<file path="src/rtl/pipe_scroller_pkg.sv">
// Shared Flappy game definitions: screen/pipe geometry, LFSR seed and state encodings.
// Used by the pipe scroller and the obstacle checker.
package pipe_scroller_pkg;

  localparam int unsigned GAME_SCREEN_W = 640;
  localparam int unsigned GAME_PIPE_W   = 80;
  localparam int unsigned GAME_GAP_H    = 100;

  localparam logic [7:0] LFSR_SEED = 8'hA5;

  // One-hot so the state bits drive Q_Idle/Q_Scroll/Q_Frozen directly
  typedef enum logic [2:0] {
    ST_IDLE   = 3'b001,
    ST_SCROLL = 3'b010,
    ST_FROZEN = 3'b100
  } state_e;

  typedef struct packed {
    logic [9:0] x;
    logic [9:0] y;
  } pipe_t;

endpackage

</file>
<file path="src/rtl/pipe_scroller_if.sv">
// Game-side bus of the pipe scroller: control inputs, pipe geometry and score outputs.
interface pipe_scroller_if;
  logic       Frame_Tick;
  logic       Start;
  logic       Lose;
  logic       Ack;
  logic [9:0] Bird_X;
  logic [9:0] X_Edge;
  logic [9:0] Y_Edge;
  logic [9:0] Pipe0_X;
  logic [9:0] Pipe0_Y;
  logic [9:0] Pipe1_X;
  logic [9:0] Pipe1_Y;
  logic [7:0] Score;
  logic       Pass;
  logic       Q_Idle;
  logic       Q_Scroll;
  logic       Q_Frozen;

  modport master (
    output Frame_Tick, Start, Lose, Ack, Bird_X,
    input  X_Edge, Y_Edge, Pipe0_X, Pipe0_Y, Pipe1_X, Pipe1_Y,
    input  Score, Pass, Q_Idle, Q_Scroll, Q_Frozen
  );

  modport slave (
    input  Frame_Tick, Start, Lose, Ack, Bird_X,
    output X_Edge, Y_Edge, Pipe0_X, Pipe0_Y, Pipe1_X, Pipe1_Y,
    output Score, Pass, Q_Idle, Q_Scroll, Q_Frozen
  );
endinterface

</file>
<file path="src/rtl/pipe_scroller_lfsr8.sv">
// 8-bit Fibonacci LFSR, taps 8,6,5,4, loaded with seed_i on reset.
module lfsr8 (
  input  logic       clk_i,
  input  logic       rst_ni,
  input  logic       en_i,
  input  logic [7:0] seed_i,
  output logic [7:0] q_o
);
  logic [7:0] q_q;
  logic [7:0] q_d;

  always_comb begin
    q_d = q_q;
    if (en_i) begin
      q_d = {q_q[6:0], q_q[7] ^ q_q[5] ^ q_q[4] ^ q_q[3]};
      // Escape the lock-up state should a zero seed ever be supplied
      if (q_q == '0) q_d = 8'h01;
    end
  end

  always_ff @(posedge clk_i) begin
    if (!rst_ni) q_q <= seed_i;
    else         q_q <= q_d;
  end

  assign q_o = q_q;
endmodule

</file>
<file path="src/rtl/pipe_scroller.sv">
// Two-pipe generator/scroller: moves pipes left per frame, respawns them with random gap
// heights, selects the pipe in scope for the checker and counts passes.
module pipe_scroller
  import pipe_scroller_pkg::*;
#(
  parameter int unsigned SCREEN_W = GAME_SCREEN_W,
  parameter int unsigned SPACING  = 320,
  parameter int unsigned PIPE_W   = GAME_PIPE_W,
  parameter int unsigned SPEED    = 2,
  parameter int unsigned Y_MIN    = 40,
  parameter int unsigned Y_INIT0  = 120,
  parameter int unsigned Y_INIT1  = 200
) (
  input  logic           Clk,
  input  logic           reset,
  pipe_scroller_if.slave bus
);
  localparam logic [9:0]  X_INIT0     = 10'(SCREEN_W);
  localparam logic [9:0]  X_INIT1     = 10'(SCREEN_W + SPACING);
  localparam logic [9:0]  RESPAWN_ADD = 10'(2 * SPACING - SPEED);
  localparam logic [9:0]  SPD         = 10'(SPEED);
  localparam logic [9:0]  YMIN        = 10'(Y_MIN);
  localparam logic [10:0] PW          = 11'(PIPE_W);
  localparam pipe_t       INIT0       = '{x: X_INIT0, y: 10'(Y_INIT0)};
  localparam pipe_t       INIT1       = '{x: X_INIT1, y: 10'(Y_INIT1)};

  typedef struct packed {
    pipe_t p;
    logic  passed;
  } step_t;

  function automatic step_t pipe_step(input pipe_t cur, input logic [7:0] rnd,
                                      input logic [10:0] bx);
    step_t       s;
    logic [10:0] re_old;
    logic [10:0] re_new;
    s.p = cur;
    if (cur.x >= SPD) begin
      s.p.x = cur.x - SPD;
    end else begin
      s.p.x = cur.x + RESPAWN_ADD;
      s.p.y = YMIN + {2'b00, rnd};
    end
    re_old   = {1'b0, cur.x} + PW;
    re_new   = {1'b0, s.p.x} + PW;
    s.passed = (re_old >= bx) && (re_new < bx);
    return s;
  endfunction

  state_e      state_q, state_d;
  pipe_t       p0_q, p0_d, p1_q, p1_d;
  logic [7:0]  score_q, score_d;
  logic        pass_q, pass_d;
  logic [9:0]  xe_q, xe_d, ye_q, ye_d;
  logic [7:0]  lfsr;
  logic [7:0]  rnd1;
  logic [10:0] bx;
  logic [10:0] re0, re1;
  logic [1:0]  n_pass;
  logic [8:0]  score_sum;
  step_t       step0, step1;

  lfsr8 u_lfsr (
    .clk_i  (Clk),
    .rst_ni (reset),
    .en_i   (1'b1),
    .seed_i (LFSR_SEED),
    .q_o    (lfsr)
  );

  assign bx = {1'b0, bus.Bird_X};

  // A simultaneous respawn gives pipe 1 the nibble-swapped value so both gaps differ
  assign rnd1  = (p0_q.x < SPD && p1_q.x < SPD) ? {lfsr[3:0], lfsr[7:4]} : lfsr;
  assign step0 = pipe_step(p0_q, lfsr, bx);
  assign step1 = pipe_step(p1_q, rnd1, bx);

  assign n_pass    = {1'b0, step0.passed} + {1'b0, step1.passed};
  assign score_sum = {1'b0, score_q} + {7'b0, n_pass};

  always_comb begin
    state_d = state_q;
    p0_d    = p0_q;
    p1_d    = p1_q;
    score_d = score_q;
    pass_d  = 1'b0;
    unique case (state_q)
      ST_IDLE:   if (bus.Start) state_d = ST_SCROLL;
      ST_SCROLL: begin
        if (bus.Lose) begin
          state_d = ST_FROZEN;
        end else if (bus.Frame_Tick) begin
          p0_d    = step0.p;
          p1_d    = step1.p;
          score_d = score_sum[8] ? 8'hFF : score_sum[7:0];
          pass_d  = step0.passed | step1.passed;
        end
      end
      ST_FROZEN: if (bus.Ack) state_d = ST_IDLE;
      default:   state_d = ST_IDLE;
    endcase
    if (state_d == ST_IDLE) begin
      p0_d    = INIT0;
      p1_d    = INIT1;
      score_d = '0;
    end
  end

  // In-scope pipe: nearest pipe whose right edge has not yet cleared the bird
  assign re0 = {1'b0, p0_q.x} + PW;
  assign re1 = {1'b0, p1_q.x} + PW;

  always_comb begin
    xe_d = p0_q.x;
    ye_d = p0_q.y;
    if ((re1 >= bx) && (!(re0 >= bx) || (p1_q.x < p0_q.x))) begin
      xe_d = p1_q.x;
      ye_d = p1_q.y;
    end
  end

  always_ff @(posedge Clk) begin
    if (!reset) begin
      state_q <= ST_IDLE;
      p0_q    <= INIT0;
      p1_q    <= INIT1;
      score_q <= '0;
      pass_q  <= 1'b0;
      xe_q    <= X_INIT0;
      ye_q    <= 10'(Y_INIT0);
    end else begin
      state_q <= state_d;
      p0_q    <= p0_d;
      p1_q    <= p1_d;
      score_q <= score_d;
      pass_q  <= pass_d;
      xe_q    <= xe_d;
      ye_q    <= ye_d;
    end
  end

  assign bus.X_Edge   = xe_q;
  assign bus.Y_Edge   = ye_q;
  assign bus.Pipe0_X  = p0_q.x;
  assign bus.Pipe0_Y  = p0_q.y;
  assign bus.Pipe1_X  = p1_q.x;
  assign bus.Pipe1_Y  = p1_q.y;
  assign bus.Score    = score_q;
  assign bus.Pass     = pass_q;
  assign bus.Q_Idle   = (state_q == ST_IDLE);
  assign bus.Q_Scroll = (state_q == ST_SCROLL);
  assign bus.Q_Frozen = (state_q == ST_FROZEN);
endmodule

</file>
<file path="src/flat_wrapper.sv">
// flat-port wrapper written by rule: the top's interface ports become plain ports
module pipe_scroller_flat import pipe_scroller_pkg::*;
#(
  parameter int unsigned SCREEN_W = GAME_SCREEN_W,
  parameter int unsigned SPACING  = 320,
  parameter int unsigned PIPE_W   = GAME_PIPE_W,
  parameter int unsigned SPEED    = 2,
  parameter int unsigned Y_MIN    = 40,
  parameter int unsigned Y_INIT0  = 120,
  parameter int unsigned Y_INIT1  = 200
)
  (Clk, reset, bus_Frame_Tick, bus_Start, bus_Lose, bus_Ack, bus_Bird_X, bus_X_Edge, bus_Y_Edge, bus_Pipe0_X, bus_Pipe0_Y, bus_Pipe1_X, bus_Pipe1_Y, bus_Score, bus_Pass, bus_Q_Idle, bus_Q_Scroll, bus_Q_Frozen);
  pipe_scroller_if bus_i ();
  input  logic Clk;
  input  logic reset;
  input wire logic [$bits(bus_i.Frame_Tick)-1:0] bus_Frame_Tick;
  input wire logic [$bits(bus_i.Start)-1:0] bus_Start;
  input wire logic [$bits(bus_i.Lose)-1:0] bus_Lose;
  input wire logic [$bits(bus_i.Ack)-1:0] bus_Ack;
  input wire logic [$bits(bus_i.Bird_X)-1:0] bus_Bird_X;
  output wire logic [$bits(bus_i.X_Edge)-1:0] bus_X_Edge;
  output wire logic [$bits(bus_i.Y_Edge)-1:0] bus_Y_Edge;
  output wire logic [$bits(bus_i.Pipe0_X)-1:0] bus_Pipe0_X;
  output wire logic [$bits(bus_i.Pipe0_Y)-1:0] bus_Pipe0_Y;
  output wire logic [$bits(bus_i.Pipe1_X)-1:0] bus_Pipe1_X;
  output wire logic [$bits(bus_i.Pipe1_Y)-1:0] bus_Pipe1_Y;
  output wire logic [$bits(bus_i.Score)-1:0] bus_Score;
  output wire logic [$bits(bus_i.Pass)-1:0] bus_Pass;
  output wire logic [$bits(bus_i.Q_Idle)-1:0] bus_Q_Idle;
  output wire logic [$bits(bus_i.Q_Scroll)-1:0] bus_Q_Scroll;
  output wire logic [$bits(bus_i.Q_Frozen)-1:0] bus_Q_Frozen;
  assign bus_i.Frame_Tick = bus_Frame_Tick;
  assign bus_i.Start = bus_Start;
  assign bus_i.Lose = bus_Lose;
  assign bus_i.Ack = bus_Ack;
  assign bus_i.Bird_X = bus_Bird_X;
  assign bus_X_Edge = bus_i.X_Edge;
  assign bus_Y_Edge = bus_i.Y_Edge;
  assign bus_Pipe0_X = bus_i.Pipe0_X;
  assign bus_Pipe0_Y = bus_i.Pipe0_Y;
  assign bus_Pipe1_X = bus_i.Pipe1_X;
  assign bus_Pipe1_Y = bus_i.Pipe1_Y;
  assign bus_Score = bus_i.Score;
  assign bus_Pass = bus_i.Pass;
  assign bus_Q_Idle = bus_i.Q_Idle;
  assign bus_Q_Scroll = bus_i.Q_Scroll;
  assign bus_Q_Frozen = bus_i.Q_Frozen;
  pipe_scroller #(.SCREEN_W(SCREEN_W), .SPACING(SPACING), .PIPE_W(PIPE_W), .SPEED(SPEED), .Y_MIN(Y_MIN), .Y_INIT0(Y_INIT0), .Y_INIT1(Y_INIT1)) u_core (.Clk(Clk), .reset(reset), .bus(bus_i));
endmodule
</file>
<file path="config.mk">
export PLATFORM = sky130hd
export DESIGN_NAME = pipe_scroller_flat
export DESIGN_NICKNAME = d
export VERILOG_FILES = /design/src/rtl/pipe_scroller_pkg.sv /design/src/rtl/pipe_scroller_if.sv /design/src/rtl/pipe_scroller_lfsr8.sv /design/src/rtl/pipe_scroller.sv /design/src/flat_wrapper.sv
export SDC_FILE = /design/constraint.sdc
export NUM_CORES = 1
export LEC_CHECK = 0
export CAP_MARGIN = 20
export CORE_MARGIN = 4
export CORE_UTILIZATION = 54
export DETAILED_ROUTE_END_ITERATION = 10
export PLACE_DENSITY = 0.82
export SLEW_MARGIN = 20
export SYNTH_ARGS = -nofsm -noshare
export SYNTH_HDL_FRONTEND = slang
export SYNTH_SLANG_ARGS = --single-unit
</file>
<file path="constraint.sdc">
create_clock -name Clk -period 5.7 [get_ports Clk]
set_clock_uncertainty 0.15 [all_clocks]
set_input_delay 0.855 -clock Clk [delete_from_list [all_inputs] [get_ports Clk]]
set_output_delay 0.855 -clock Clk [all_outputs]
set_load 0.1 [all_outputs]
</file>
==> impl_metrics.env, run 1 <==
export IMPL_fillers=730
export IMPL_netlist_top_cell_by_area="dfxtp_1"
export IMPL_die_x_um=104
export IMPL_drt_initial_drc_count=343
export IMPL_core_mm2=0.00885
export IMPL_ys_top_cells_by_area="dfxtp_1 (30%), ha_1 (15%), xnor2_1 (6.1%)"
export IMPL_slew_headroom_pct=32.9
export IMPL_fin_crit_sh_pct=94.6
export IMPL_drt_first_pass_iters=5
export IMPL_cap_violations=0
export IMPL_post_dp_hpwl_um=10300
export IMPL_grt_total_usage_pct=25.9
export IMPL_cts_buffers=9
export IMPL_setup_viol=0
export IMPL_setup_tns_final_ns=0
export IMPL_die_h_um=104
export IMPL_fin_ws_ns=0.308
export IMPL_start_util_pct=56.3
export IMPL_worstSetupPathType="reg2reg"
export IMPL_avgSynthCellArea_um2=8.32
export IMPL_min_from="u_core.bus.Pipe1_Y[4]"
export IMPL_synth_cell_types=63
export IMPL_cts_resized=0
export IMPL_drtAntennaViolNets=0
export IMPL_grt_pass1_wl_um=23100
export IMPL_area_growth_pct=20.6
export IMPL_cp_start_kind="flop"
export IMPL_ios=88
export IMPL_synth_mux_area_share_pct=2.69
export IMPL_cp_startpoint="u_core.bus.Pipe1_X[4]"
export IMPL_clkSinkCount=74
export IMPL_grt_ovfl_total=0
export IMPL_irDropWorstVdd_mv=0.145
export IMPL_postSynthCellCount=599
export IMPL_yosysSeqAreaShare_pct=29.7
export IMPL_nets=739
export IMPL_dieArea_mm2=0.0108
export IMPL_layout_commonest_cell="clkdlybuf4s50_1"
export IMPL_ff_latch_area_mm2=0.00148
export IMPL_multiInputGateArea_mm2=0.00319
export IMPL_grt_max_degree=21
export IMPL_r2r_start="u_core.bus.Pipe1_X[4]"
export IMPL_cp_required_ns=5.83
export IMPL_cts_tree="built"
export IMPL_finalCriticalPeriod_ns=5.39
export IMPL_cts_max_level=3
export IMPL_layout_drive_gt1_share_pct=5.83
export IMPL_remaining_drc_errors=0
export IMPL_synth_top_cell_area_share_pct=29.7
export IMPL_gp_congestion=0.969
export IMPL_r2r_slack_ns=0.31
export IMPL_synthAdderAreaFrac_pct=15.0
export IMPL_wl_per_cell_um=18.2
export IMPL_synthesis_area_mm2=0.00498
export IMPL_first_global_vias=4683
export IMPL_cts_setup_buffers=0
export IMPL_vias_per_cell=6.08
export IMPL_end_kind="flop"
export IMPL_final_max_slew_viol_count=0
export IMPL_synth_compound_area_share_pct=17.8
export IMPL_antenna_found_initial=0
export IMPL_cts_hold_buf=0
export IMPL_clock_tree_root_cell="clkbuf_8"
export IMPL_hold_class="reg2reg"
export IMPL_max_freq_mhz=185
export IMPL_ys_async_sr_fraction_pct=0
export IMPL_power_density_mw_per_mm2=193
export IMPL_synth_edf_count=0
export IMPL_p_leak_nw=2.43
export IMPL_yosys_warnings=0
export IMPL_hold_viol_final=0
export IMPL_clock_latency_ns=0.36
export IMPL_dp_slack_ns=0.470
export IMPL_synth_seq_cells=74
export IMPL_synthSimpleGateAreaFrac_pct=19.5
export IMPL_diodes=0
export IMPL_worst_slew_pin_slew_ns=1.00
export IMPL_clk_pin_slew_ns=0.10
export IMPL_outcome="finished clean"
export IMPL_rsz0062_at_grt="false"
export IMPL_ys_flop_type="dfxtp_1"
export IMPL_cp_arrival_ns=5.53
export IMPL_dr_total_vias=4727
export IMPL_most_common_layout_cells="clkdlybuf4s50_1 (81), dfxtp_1 (74), ha_1 (58)"
export IMPL_io_buffers=81
export IMPL_synth_top_family_by_area="simple AND/OR/NAND/NOR gates"
export IMPL_cts_buffer_depth=2
export IMPL_drt_wl_total_um=14100
export IMPL_row_count=34
export IMPL_synth_xor_xnor_area_share_pct=8.61
export IMPL_crit_fanout=9
Yosys cell counts (11+ instances only):
| cell | count |
|---|---|
| o21ai_0 | 26 |
| xnor2_1 | 35 |
| a211oi_1 | 11 |
| dfxtp_1 | 74 |
| clkbuf_1 | 27 |
| nor2_1 | 51 |
| nand3_1 | 36 |
| inv_1 | 33 |
| xor2_1 | 14 |
| nand2_1 | 45 |
| a21oi_1 | 39 |
| o211ai_1 | 11 |
| ha_1 | 58 |
sequential cells by signal, summed over array words and instances, names as in the netlist:
register and cells:
u_core.bus.Pipe1_Y 9, u_core.state_q 3, u_core.bus.Pipe0_Y 9, u_core.bus.Y_Edge 9, u_core.u_lfsr.q_o 8, u_core.bus.Pipe1_X 9, u_core.bus.X_Edge 9, u_core.bus.Pass 1
u_core.bus.Pipe0_X 9, u_core.bus.Score 8
critical path, stage by stage, from the launching register on:
cell       delay [ns]
dfxtp_1          0.41
inv_1            0.20
ha_1             0.17
or4b_4           0.50
or3_1            0.47
nor4_1           0.61
xnor2_1          0.23
xnor2_1          0.18
ha_1             0.31
a21o_1           0.16
a21o_1           0.16
a21oi_1          0.17
o2111ai_2        0.15
fa_1             0.45
inv_1            0.08
ha_1             0.17
nand4_1          0.18
or2_2            0.43
a31oi_1          0.15
where the power goes:
part / internal, mW / leakage (nW) / total, mW / switching (mW)
clock: 0.210 / 0.0988 / 0.438 / 0.228
sequential: 0.527 / 0.602 / 0.540 / 0.0138
combinational: 0.0569 / 1.73 / 0.182 / 0.125
logic make-up after synthesis:
group / Yosys count
mux: 13
simple gates: 195
compound gates: 135
buf+inv: 73
flops: 74
fa+ha+maj: 59
xor+xnor: 49
other cells: 1
stage by stage:
stage	instance area, um^2	cells	hold WS, ns	power, mW	utilization [%]
final	6010	777	0.335	1.16	67.9
after CTS	6010	777	0.343	1.16	67.9
after global routing	6010	777	0.379	1.20	67.9
after floorplan	5000	604	0.331	0.684	-
after detailed placement	5810	761	0.329	0.732	65.6
after global placement	5810	761	0.317	0.727	65.6
metal layers:
layer / track usage, % / vias up / part of all wire, %
li1: - / 2236 / -
met1: 32.3 / 2226 / 42
met2: 42.5 / 223 / 47
met3: 5.28 / 42 / 8.2
met4: 12.9 / 0 / 3.3
met5: 0 / - / 0
cell type report:
cell class | count | share of cell area, %
Clock buffer | 9 | 2.06
Clock inverter | 7 | 1.37
Inverter | 33 | 2.06
Multi-Input combinational cell | 457 | 53.1
Sequential cell | 74 | 24.6
Tap cell | 108 | 2.25
Timing Repair Buffer | 89 | 14.5
final timing paths:
path,endpoint,cells past startpoint
worst max-delay path,u_core.bus.Score[1],18
worst min-delay path,u_core.bus.Pipe1_Y[4],2
worst max register to register,u_core.bus.Score[1],18
worst min register to register,u_core.bus.Pipe1_Y[4],2
(Power assumes the default switching activity.)
==> run 2, diff against run 1 <==
PLACE_DENSITY = 0.81   (was 0.82)
REMOVE_ABC_BUFFERS = 1   (was default)
SYNTH_HIERARCHICAL = 1   (was default)
==> impl_metrics.env, run 2 <==
export IMPL_nets=730
export IMPL_ys_top_cells_by_area="dfxtp_1 (26%), ha_1 (14%), xnor2_1 (5.7%)"
export IMPL_cts_setup_buffers=0
export IMPL_clock_latency_ns=0.35
export IMPL_synth_most_common_cell="dfxtp_1"
export IMPL_fillers=742
export IMPL_ys_async_sr_fraction_pct=0
export IMPL_wl_per_cell_um=16.9
export IMPL_netlist_top_cell_by_area="dfxtp_1"
export IMPL_synth_edf_count=8
export IMPL_crit_slowest_cell="or4b_1"
export IMPL_grt_max_degree=44
export IMPL_post_dp_hpwl_um=9780
export IMPL_drt_first_pass_iters=7
export IMPL_row_count=35
export IMPL_worst_slew_pin_slew_ns=1.09
export IMPL_die_x_um=105
export IMPL_fin_util_pct=67.1
export IMPL_core_mm2=0.00924
export IMPL_grt_pass1_wl_um=22400
export IMPL_hold_viol_final=0
export IMPL_die_h_um=105
export IMPL_crit_fanout=9
export IMPL_vias_per_cell=5.77
export IMPL_setup_viol=0
export IMPL_drt_initial_drc_count=205
export IMPL_avgSynthCellArea_um2=8.82
export IMPL_synth_common_cells="dfxtp_1 (66), nand2_1 (65), ha_1 (58)"
export IMPL_clock_tree_root_cell="clkbuf_8"
export IMPL_setup_tns_final_ns=0
export IMPL_cts_resized=0
export IMPL_clk_pin_slew_ns=0.08
export IMPL_end_kind="flop"
export IMPL_gp_congestion=0.972
export IMPL_remaining_drc_errors=0
export IMPL_p_leak_nw=2.59
export IMPL_area_growth_pct=21.4
export IMPL_layout_drive_gt1_share_pct=6.52
export IMPL_io_buffers=81
export IMPL_drt_wl_total_um=13300
export IMPL_worstSetupPathType="reg2reg"
export IMPL_critical_path_max_stage_delay_ns=0.55
export IMPL_layout_commonest_cell="clkdlybuf4s50_1"
export IMPL_cp_start_kind="flop"
export IMPL_cts_tree="built"
export IMPL_cp_required_ns=5.83
export IMPL_irDropWorstVdd_mv=0.120
export IMPL_yosysSeqAreaShare_pct=30.6
export IMPL_finalCriticalPeriod_ns=5.09
export IMPL_grt_total_usage_pct=24.7
export IMPL_path_cells="inv_1, ha_1, or4b_1, nor2_1, mux2i_1, o21ai_1, nand2_1, xnor2_1, ha_1, a211o_1, a21oi_1, a31oi_1, or3_1, a41o_1, fa_1, inv_1, ha_1, nand2_1, inv_1, nand4_1, a21oi_1"
export IMPL_slew_headroom_pct=27.4
export IMPL_synth_seq_cells=74
export IMPL_cts_buffer_depth=2
export IMPL_dr_total_vias=4556
export IMPL_start_util_pct=55.3
export IMPL_power_density_mw_per_mm2=200
export IMPL_first_global_vias=4630
export IMPL_hold_class="reg2reg"
export IMPL_synthesis_area_mm2=0.00511
export IMPL_antenna_found_initial=0
export IMPL_synth_top_cell_area_share_pct=25.9
export IMPL_max_freq_mhz=197
export IMPL_outcome="finished clean"
export IMPL_ys_flop_type="dfxtp_1"
export IMPL_postSynthCellCount=579
export IMPL_diodes=0
export IMPL_most_common_layout_cells="clkdlybuf4s50_1 (81), dfxtp_1 (66), nand2_1 (65)"
export IMPL_ios=88
export IMPL_final_max_slew_viol_count=0
export IMPL_cts_max_level=3
export IMPL_grt_ovfl_total=0
export IMPL_yosys_warnings=6
export IMPL_cap_violations=0
export IMPL_cts_buffers=9
export IMPL_fin_crit_sh_pct=89.2
export IMPL_cts_hold_buf=0
export IMPL_clkSinkCount=74
export IMPL_rsz0062_at_grt="false"
export IMPL_cp_arrival_ns=5.22
export IMPL_synth_cell_types=66
export IMPL_drtAntennaViolNets=0
export IMPL_dieArea_mm2=0.0111
## run 2: cell count changes after synthesis, moves of 8 or more
cell      delta
nand3_1     -25
nand2_1     +20
o21ai_0     -16
mux2i_1     +14
clkbuf_1    -13
nor2_1      -12
a21oi_1     -11
o211ai_1    +10
dfxtp_1      -8
edfxtp_1     +8
## run 2: logic make-up after synthesis
| family | count (synthesis) | share of synthesized area (%) |
|---|---|---|
| flip-flops | 74 | 30.6 |
| XOR/XNOR | 49 | 8.40 |
| other | 2 | 0.147 |
| buffers and inverters | 70 | 6.15 |
| multiplexers | 34 | 7.13 |
| adder cells (fa/ha/maj) | 59 | 14.6 |
| AO/OA/AOI/OAI | 114 | 15.5 |
| AND/OR/NAND/NOR | 177 | 17.5 |
## run 2: area by class of cell
class	count	area, um^2	share of cell area [%]
clock buffer	10	128	2.06
clock inverter	6	90.1	1.45
inverter	37	139	2.24
multi-input combinational	448	3280	52.9
sequential	74	1560	25.2
tap	129	161	2.60
timing repair buffer	85	841	13.6
## run 2: metal layers
layer  up-vias  wire length, um  global-route usage [%]
li1       2175                -                       -
met3        42              775                    4.96
met5         -                0                       0
met2       186             6490                    42.3
met1      2153             5740                    30.2
met4         0              318                    9.56
## run 2: final timing paths
kind / to / cells after the start / slack, ns / from
worst max register to register: u_core/bus.Score[2] / 21 / 0.61 / u_core/bus.Pipe0_X[1]
worst max-delay path: u_core/bus.Score[2] / 21 / 0.61 / u_core/bus.Pipe0_X[1]
worst min register to register: u_core/bus.Y_Edge[0] / 2 / 0.32 / u_core/bus.Pipe0_Y[0]
worst min-delay path: u_core/bus.Y_Edge[0] / 2 / 0.32 / u_core/bus.Pipe0_Y[0]
## run 2: report_power, final
part | switching, mW | internal (mW) | leakage (nW)
Combinational | 0.145 | 0.0765 | 1.86
Clock | 0.209 | 0.248 | 0.107
Sequential | 0.0218 | 0.541 | 0.616
## run 2: critical path: cells and delay by family, from the launching register on
kind | cells | cell delay, ns
xor gates and xnor gates | 1 | 0.15
and+or+nand+nor | 6 | 1.49
DFF | 1 | 0.41
muxes | 1 | 0.08
AOI/OAI and AO/OA | 6 | 1.31
buffers and inverters | 3 | 0.36
adders and majority gates | 4 | 1.07
## run 2: metrics by stage
stage	hold WS, ns	power [mW]	cells	instance area (um^2)	worst slack [ns]
6_report	0.324	1.24	789	6200	0.614
5_1_grt	0.347	1.29	789	6200	0.130
4_1_cts	0.330	1.25	789	6200	0.649
3_5_place_dp	0.317	0.792	773	5980	0.688
3_3_place_gp	0.313	0.784	773	5980	0.918
2_1_floorplan	0.373	0.729	559	4980	0.446
